**src/rtl/req_fifo_wr_arbiter_pkg.sv**
```systemverilog
// bridge_fifo_pkg: arbiter state type, Gray/binary pointer helpers and pointer-size check
package bridge_fifo_pkg;
  typedef enum logic {ARB, LOCKED} arb_state_e;
  function automatic logic [31:0] bin2gray(input logic [31:0] b);
    return b ^ (b >> 1);
  endfunction
  // Prefix XOR from the MSB down, done with doubling shifts.
  function automatic logic [31:0] gray2bin(input logic [31:0] g);
    logic [31:0] b;
    b = g;
    for (int s = 1; s < 32; s = s << 1) b = b ^ (b >> s);
    return b;
  endfunction
  // The full compare flips the top two Gray bits, so at least three pointer bits are needed.
  function automatic bit ptr_size_ok(input int f_depth, input int p_size);
    return f_depth >= 4 && (f_depth & (f_depth - 1)) == 0 && p_size == $clog2(f_depth) + 1;
  endfunction
endpackage

```
**src/rtl/req_fifo_wr_arbiter_if.sv**
```systemverilog
// req_fifo_wr_arbiter_if: requester handshake and FIFO write-port signals of the request FIFO arbiter
interface req_fifo_wr_arbiter_if #(
  parameter int N_REQ = 2,
  parameter int SIZE_src2sink = 66,
  parameter int P_SIZE = 4
);
  localparam int GW = $clog2(N_REQ);
  logic [N_REQ-1:0]                    i_req_valid;
  logic [N_REQ-1:0]                    i_req_lock;
  logic [N_REQ-1:0][SIZE_src2sink-1:0] i_req_data;
  logic [N_REQ-1:0]                    o_req_ready;
  logic [GW-1:0]                       o_grant_id;
  logic                                o_fifo_wr_en;
  logic [P_SIZE-2:0]                   o_fifo_wr_addr;
  logic [SIZE_src2sink-1:0]            o_fifo_wr_data;
  logic [P_SIZE-1:0]                   o_req_gray_w_ptr;
  logic [P_SIZE-1:0]                   i_req_gray_rd_ptr_sync;
  logic                                o_fifo_full;
  logic [P_SIZE-1:0]                   o_fifo_level;
  modport master (
    output i_req_valid, i_req_lock, i_req_data, i_req_gray_rd_ptr_sync,
    input  o_req_ready, o_grant_id, o_fifo_wr_en, o_fifo_wr_addr, o_fifo_wr_data,
    input  o_req_gray_w_ptr, o_fifo_full, o_fifo_level
  );
  modport slave (
    input  i_req_valid, i_req_lock, i_req_data, i_req_gray_rd_ptr_sync,
    output o_req_ready, o_grant_id, o_fifo_wr_en, o_fifo_wr_addr, o_fifo_wr_data,
    output o_req_gray_w_ptr, o_fifo_full, o_fifo_level
  );
endinterface

```
**src/rtl/req_fifo_wr_arbiter_rr_arbiter.sv**
```systemverilog
// rr_arbiter: first set request at or after ptr, wrapping; with ARB_FIXED_PRIO_EN a lowest-index priority encoder
module rr_arbiter #(
  parameter int N_REQ = 2,
  localparam int GW = $clog2(N_REQ)
) (
  input  logic [N_REQ-1:0] req,
`ifndef ARB_FIXED_PRIO_EN
  input  logic [GW-1:0]    ptr,
`endif
  input  logic             en,
  output logic [N_REQ-1:0] grant,
  output logic [GW-1:0]    idx,
  output logic             any
);
  logic [GW-1:0] base;
  logic [GW-1:0] j;
`ifdef ARB_FIXED_PRIO_EN
  assign base = '0;
`else
  assign base = ptr;
`endif
  always_comb begin
    grant = '0;
    idx = '0;
    any = 1'b0;
    j = '0;
    for (int k = 0; k < N_REQ; k++) begin
      j = GW'((int'(base) + k) % N_REQ);
      if (en && !any && req[j]) begin
        grant[j] = 1'b1;
        idx = j;
        any = 1'b1;
      end
    end
  end
endmodule

```
**src/rtl/req_fifo_wr_arbiter.sv**
```systemverilog
// req_fifo_wr_arbiter: arbitrates requesters onto the request FIFO write port and owns the write pointers.
// Define ARB_FIXED_PRIO_EN for lowest-index fixed priority instead of round-robin in the ARB state.
module req_fifo_wr_arbiter
  import bridge_fifo_pkg::*;
#(
  parameter int N_REQ = 2,
  parameter int SIZE_src2sink = 66,
  parameter int F_DEPTH = 8,
  parameter int P_SIZE = 4
) (
  input logic                  i_clk,
  input logic                  i_rstn,
  req_fifo_wr_arbiter_if.slave bus
);
  localparam int GW = $clog2(N_REQ);
  if (!ptr_size_ok(F_DEPTH, P_SIZE)) begin : g_bad_ptr
    $error("P_SIZE must equal $clog2(F_DEPTH)+1 with F_DEPTH a power of two >= 4");
  end
  arb_state_e        state, nxt_state;
  logic [GW-1:0]     owner, last_grant, winner, arb_idx;
  logic [N_REQ-1:0]  arb_grant, sel;
  logic              arb_any, xfer, win_lock;
  logic [P_SIZE-1:0] wbin, wbin_nxt, gray_w, rd, rd_bin;
`ifndef ARB_FIXED_PRIO_EN
  logic [GW-1:0]     rr_ptr;
`endif
  rr_arbiter #(.N_REQ(N_REQ)) u_arb (
    .req   (bus.i_req_valid),
`ifndef ARB_FIXED_PRIO_EN
    .ptr   (rr_ptr),
`endif
    .en    (state == ARB),
    .grant (arb_grant),
    .idx   (arb_idx),
    .any   (arb_any)
  );
  assign rd       = bus.i_req_gray_rd_ptr_sync;
  assign rd_bin   = P_SIZE'(gray2bin(32'(rd)));
  assign wbin_nxt = wbin + 1'b1;
  // With no valid requester in ARB the grant index keeps showing the previous winner.
  assign winner   = state == LOCKED ? owner : arb_any ? arb_idx : last_grant;
  assign sel      = state == LOCKED ? N_REQ'(1) << owner : arb_grant;
  assign win_lock = bus.i_req_lock[winner];
  assign bus.o_fifo_full  = P_SIZE'(bin2gray(32'(wbin))) == {~rd[P_SIZE-1:P_SIZE-2], rd[P_SIZE-3:0]};
  assign bus.o_fifo_level = wbin - rd_bin;
  assign bus.o_req_ready  = sel & {N_REQ{~bus.o_fifo_full}};
  assign xfer             = |(bus.i_req_valid & bus.o_req_ready);
  assign bus.o_fifo_wr_en     = xfer;
  assign bus.o_fifo_wr_addr   = wbin[P_SIZE-2:0];
  assign bus.o_fifo_wr_data   = bus.i_req_data[winner];
  assign bus.o_grant_id       = winner;
  assign bus.o_req_gray_w_ptr = gray_w;
  always_comb begin
    nxt_state = state;
    nxt_state = state == ARB ? (xfer && win_lock ? LOCKED : ARB)
              : (!win_lock && (xfer || !bus.i_req_valid[owner]) ? ARB : LOCKED);
  end
  always_ff @(posedge i_clk or negedge i_rstn) begin
    if (!i_rstn) begin
      state <= ARB;
      owner <= '0;
      last_grant <= '0;
      wbin <= '0;
      gray_w <= '0;
`ifndef ARB_FIXED_PRIO_EN
      rr_ptr <= '0;
`endif
    end else begin
      state <= nxt_state;
      last_grant <= winner;
      if (xfer) begin
        wbin <= wbin_nxt;
        gray_w <= P_SIZE'(bin2gray(32'(wbin_nxt)));
        if (state == ARB) owner <= winner;
`ifndef ARB_FIXED_PRIO_EN
        rr_ptr <= winner == GW'(N_REQ - 1) ? '0 : winner + 1'b1;
`endif
      end
    end
  end
endmodule

```
**src/flat_wrapper.sv**
```systemverilog
// flat-port wrapper written by rule: the top's interface ports become plain ports
module req_fifo_wr_arbiter_flat import bridge_fifo_pkg::*;
#(
  parameter int N_REQ = 2,
  parameter int SIZE_src2sink = 66,
  parameter int F_DEPTH = 8,
  parameter int P_SIZE = 4
)
  (i_clk, i_rstn, bus_i_req_valid, bus_i_req_lock, bus_i_req_data, bus_i_req_gray_rd_ptr_sync, bus_o_req_ready, bus_o_grant_id, bus_o_fifo_wr_en, bus_o_fifo_wr_addr, bus_o_fifo_wr_data, bus_o_req_gray_w_ptr, bus_o_fifo_full, bus_o_fifo_level);
  req_fifo_wr_arbiter_if #(.N_REQ(N_REQ), .SIZE_src2sink(SIZE_src2sink), .P_SIZE(P_SIZE)) bus_i ();
  input logic i_clk;
  input logic i_rstn;
  input wire logic [$bits(bus_i.i_req_valid)-1:0] bus_i_req_valid;
  input wire logic [$bits(bus_i.i_req_lock)-1:0] bus_i_req_lock;
  input wire logic [$bits(bus_i.i_req_data)-1:0] bus_i_req_data;
  input wire logic [$bits(bus_i.i_req_gray_rd_ptr_sync)-1:0] bus_i_req_gray_rd_ptr_sync;
  output wire logic [$bits(bus_i.o_req_ready)-1:0] bus_o_req_ready;
  output wire logic [$bits(bus_i.o_grant_id)-1:0] bus_o_grant_id;
  output wire logic [$bits(bus_i.o_fifo_wr_en)-1:0] bus_o_fifo_wr_en;
  output wire logic [$bits(bus_i.o_fifo_wr_addr)-1:0] bus_o_fifo_wr_addr;
  output wire logic [$bits(bus_i.o_fifo_wr_data)-1:0] bus_o_fifo_wr_data;
  output wire logic [$bits(bus_i.o_req_gray_w_ptr)-1:0] bus_o_req_gray_w_ptr;
  output wire logic [$bits(bus_i.o_fifo_full)-1:0] bus_o_fifo_full;
  output wire logic [$bits(bus_i.o_fifo_level)-1:0] bus_o_fifo_level;
  assign bus_i.i_req_valid = bus_i_req_valid;
  assign bus_i.i_req_lock = bus_i_req_lock;
  assign bus_i.i_req_data = bus_i_req_data;
  assign bus_i.i_req_gray_rd_ptr_sync = bus_i_req_gray_rd_ptr_sync;
  assign bus_o_req_ready = bus_i.o_req_ready;
  assign bus_o_grant_id = bus_i.o_grant_id;
  assign bus_o_fifo_wr_en = bus_i.o_fifo_wr_en;
  assign bus_o_fifo_wr_addr = bus_i.o_fifo_wr_addr;
  assign bus_o_fifo_wr_data = bus_i.o_fifo_wr_data;
  assign bus_o_req_gray_w_ptr = bus_i.o_req_gray_w_ptr;
  assign bus_o_fifo_full = bus_i.o_fifo_full;
  assign bus_o_fifo_level = bus_i.o_fifo_level;
  req_fifo_wr_arbiter #(.N_REQ(N_REQ), .SIZE_src2sink(SIZE_src2sink), .F_DEPTH(F_DEPTH), .P_SIZE(P_SIZE)) u_core (.i_clk(i_clk), .i_rstn(i_rstn), .bus(bus_i));
endmodule
```
**config.mk**
```make
export PLATFORM = sky130hd
export DESIGN_NAME = req_fifo_wr_arbiter_flat
export DESIGN_NICKNAME = d
export VERILOG_FILES = /design/src/rtl/req_fifo_wr_arbiter_pkg.sv /design/src/rtl/req_fifo_wr_arbiter_if.sv /design/src/rtl/req_fifo_wr_arbiter_rr_arbiter.sv /design/src/rtl/req_fifo_wr_arbiter.sv /design/src/flat_wrapper.sv
export SDC_FILE = /design/constraint.sdc
export NUM_CORES = 1
export LEC_CHECK = 0
export CORE_AREA = 2 2 87 89
export DETAILED_ROUTE_END_ITERATION = 6
export DIE_AREA = 0 0 89 91
export HOLD_SLACK_MARGIN = 0.06
export PLACE_DENSITY = 0.76
export SETUP_SLACK_MARGIN = 0.3
export SKIP_CTS_REPAIR_TIMING = 1
export SYNTH_ARGS = -nofsm -noshare
export SYNTH_HDL_FRONTEND = slang
export SYNTH_SLANG_ARGS = --single-unit
export TNS_END_PERCENT = 10
```
**constraint.sdc**
```tcl
create_clock -name i_clk -period 3.1 [get_ports i_clk]
set_input_delay 0.62 -clock i_clk [delete_from_list [all_inputs] [get_ports i_clk]]
set_output_delay 0.62 -clock i_clk [all_outputs]
set_load 0.02 [all_outputs]
```
==> impl_metrics.py <==
metrics = {
    "drt": {
        "drt_iter0_markers": 53,
        "finalWirelength_mm": 8.38,
        "drtAntennaViolNets": 0,
        "drc": 0,
        "drtPass1Iterations": 4,
        "vias": 2178,
        "via_per_inst": 4.38,
        "wl_per_cell_um": 16.9,
    },
    "grt": {
        "grt_pass1_vias": 2197,
        "antenna_found_initial": 0,
        "grt_usage_pct": 17.4,
        "grt-ovfl-total": 0,
        "grt_max_degree": 36,
        "grt_pass1_wl_mm": 10.9,
    },
    "power": {
        "power_density_nw_per_um2": 853,
        "peakVddDrop_uv": 402,
        "totalPowerFinal_mw": 3.80,
        "power_leakage_nw": 2.35,
    },
    "floorplan": {
        "start_util_pct": 23.0,
        "core_area_sq_um": 7140,
        "rows": 31,
        "ioPinCount": 224,
        "fp.dieH_um": 91,
        "die_w_um": 89,
        "die_area_sq_um": 8100,
    },
    "final_layout": {
        "postLayoutCoreUtil_pct": 62.4,
        "final_layout_size_suffix_gt1_share_pct": 29.1,
        "fillers": 604,
        "synthToLayoutAreaGrowth_pct": 171,
        "fin_cells": 497,
        "nNetsFinal": 547,
        "antenna_cells": 0,
    },
    "worst_setup_path": {
        "rr_endpoint": "u_core.bus.o_req_gray_w_ptr[2]",
        "rr_worst_depth": 7,
        "worst_setup_path_start_kind": "flop",
        "critPathKind": "flop to primary output",
        "cp.arrival_ps": 2320,
        "r2r-start": "u_core.wbin[1]",
        "ff2ff_setup_slack_ps": 950,
        "required_ps": 2480,
        "end_kind": "primary output",
        "crit_fanout": 6,
    },
    "synthesis": {
        "synth_top_family_by_area": "multiplexers",
        "synth_seq_area_share_pct": 16.8,
        "synthesis.nets": 304,
        "synth_cells": 156,
        "synth_area_leaders": "mux2_2 (48%), dfrtp_1 (17%), xnor2_1 (4.8%)",
        "syn_area_per_cell_sq_um": 10.5,
        "synth_xor_xnor_area_share_pct": 8.54,
        "yosys.area.top_type": "mux2_2",
        "synthMuxAreaShare_pct": 49.5,
        "synth.cell_area_sq_um": 1640,
        "synthAdderAreaFrac_pct": 5.03,
        "yosys.area.top_type_share_pct": 48.1,
        "synth-simple-area-share_pct": 5.64,
        "synth_compound_area_share_pct": 10.1,
        "ys_seq_elements": 11,
        "yosys_warnings": 0,
        "yosysUniqueCellTypes": 32,
    },
    "run_status": {
        "status": "completed",
    },
    "clock_network": {
        "cts_made_buffers": 3,
        "cts.clk_slew.worst_paths_ps": 50,
        "cts_num_sinks": 11,
        "htree_levels": 1,
        "cts_tree": "built",
        "clock_tree.buffer_depth": 2,
        "clkLatencyLatePin_ps": 230,
        "clockRootBuffer": "clkbuf_8",
    },
    "timing": {
        "setup_viol": 0,
        "relSlewSlack_pct": 68.7,
        "hold_viol": 0,
        "fin_skew_ps": 3.58,
        "whs_ps": 515,
        "rsz0062_at_grt": "yes",
        "tightest_slew_ps": 468,
        "finalWorstSetupSlack_ps": 161,
        "period_needed_ps": 2940,
        "slew_viol_final": 0,
        "clock.fmax_mhz": 340,
        "fin_crit_sh_pct": 94.8,
    },
    "hold_path": {
        "hp-start": "u_core.bus.o_req_gray_w_ptr[2]",
        "worstHoldPathType": "flop to flop",
        "whs_path_depth": 1,
        "hold_path_end": "u_core.bus.o_req_gray_w_ptr[2]",
    },
    "placement": {
        "place_hpwl_mm": 6.91,
        "dp_slack_ps": -699,
        "routabilityCongestion": 0.870,
        "portBuffers": 223,
        "dp_cells": 488,
    },
    "run": {
        "max_cap_violations": 0,
    },
}
## synth_stat cells
library cell and number:
a211oi_1 1, a21boi_2 1, and2_1 1, dfrtp_1 11, a21oi_2 1, buf_4 3
mux2_2 70, fa_1 1, nand3_1 2, mux2i_2 1, inv_1 5, xnor2_1 9
a222oi_1 1, a21o_1 1, a211oi_4 1, mux2i_1 1, buf_2 6, o31ai_4 1
o31a_1 1, nand2b_1 4, ha_1 5, a2111oi_2 1, o21ai_0 2, nor2b_1 1
xor2_1 7, and2_0 1, o22a_1 2, nor3_1 1, o32ai_1 1, nor2_1 4
a21oi_1 4, nand2_1 5
## critical path: stages (launching register included)
cell and delay [ps]:
dfrtp_1 470, ha_1 430, xor2_1 160, nor2_1 70
and2_2 220, nor2b_1 110, clkdlybuf4s50_1 630
## cell families (layout without fill, tap and decap cells)
logic type / count (synthesis) / after routing
compound gates: 18 / 18
buf+inv: 14 / 256
xor+xnor: 16 / 16
mux: 72 / 72
fa+ha+maj: 6 / 6
simple gates: 19 / 19
flops: 11 / 11
## cells in the final DEF, fill, tap and decap left out, types with 2 or more instances in the layout
cell,instances
o22a_1,2
xnor2_1,8
buf_6,3
o21ai_0,2
nand2b_1,4
clkbuf_16,2
a21oi_1,3
xor2_2,2
nor2_1,4
xor2_1,5
clkdlybuf4s50_1,144
ha_1,4
inv_1,4
nand3_1,2
clkbuf_8,3
dfrtp_1,11
nand2_1,5
buf_4,23
mux2_2,70
dlymetal6s2s_1,73
a21oi_2,2
## final cells by class
class / count / area, sq um / share of cell area (%)
timing repair buffer: 247 / 2650 / 59.4
multi-input combinational: 131 / 1340 / 30.2
tap: 99 / 124 / 2.78
clock buffer: 4 / 45.0 / 1.01
inverter: 5 / 18.8 / 0.422
sequential: 11 / 275 / 6.18
## flip-flops by register name, indices dropped and copies added, names as in the netlist
name / count
u_core.last_grant: 1
u_core.rr_ptr: 1
u_core.state: 1
u_core.bus.o_req_gray_w_ptr: 3
u_core.owner: 1
u_core.wbin: 4
## how the worst max path moves through the flow
stage,start,end,slack (ps)
CTS,bus_i_req_gray_rd_ptr_sync[2],bus_o_fifo_level[2],-710
finish,u_core.wbin[1],bus_o_req_ready[1],160
detailed placement,bus_i_req_gray_rd_ptr_sync[3],bus_o_fifo_level[2],-700
global placement,bus_i_req_gray_rd_ptr_sync[2],bus_o_fifo_level[2],-580
floorplan,bus_i_req_gray_rd_ptr_sync[2],bus_o_fifo_level[2],340
global route,u_core.wbin[1],bus_o_req_ready[1],30
## per-layer routing
metal	vias to the layer above	routed length [um]	track usage, %
met2	119	4480	33.2
li1	1054	-	-
met1	999	3000	18.1
met3	6	838	5.00
met5	-	0	0
met4	0	58	3.98
## per-stage QoR
step / TNS [ps] / cell area (sq um)
finish: 0 / 4450
global route: 0 / 4450
CTS: -22130 / 4150
detailed placement: -21150 / 4110
global placement: -19860 / 4110
floorplan: 0 / 1650
## power by group
group | switching, mW | leakage, nW | internal [mW]
combinational | 1.52 | 2.20 | 1.81
sequential | 0.0995 | 0.129 | 0.225
clock | 0.0462 | 0.0228 | 0.0896
total | 1.67 | 2.35 | 2.13
Note: power is estimated with default switching activity, not from simulation.
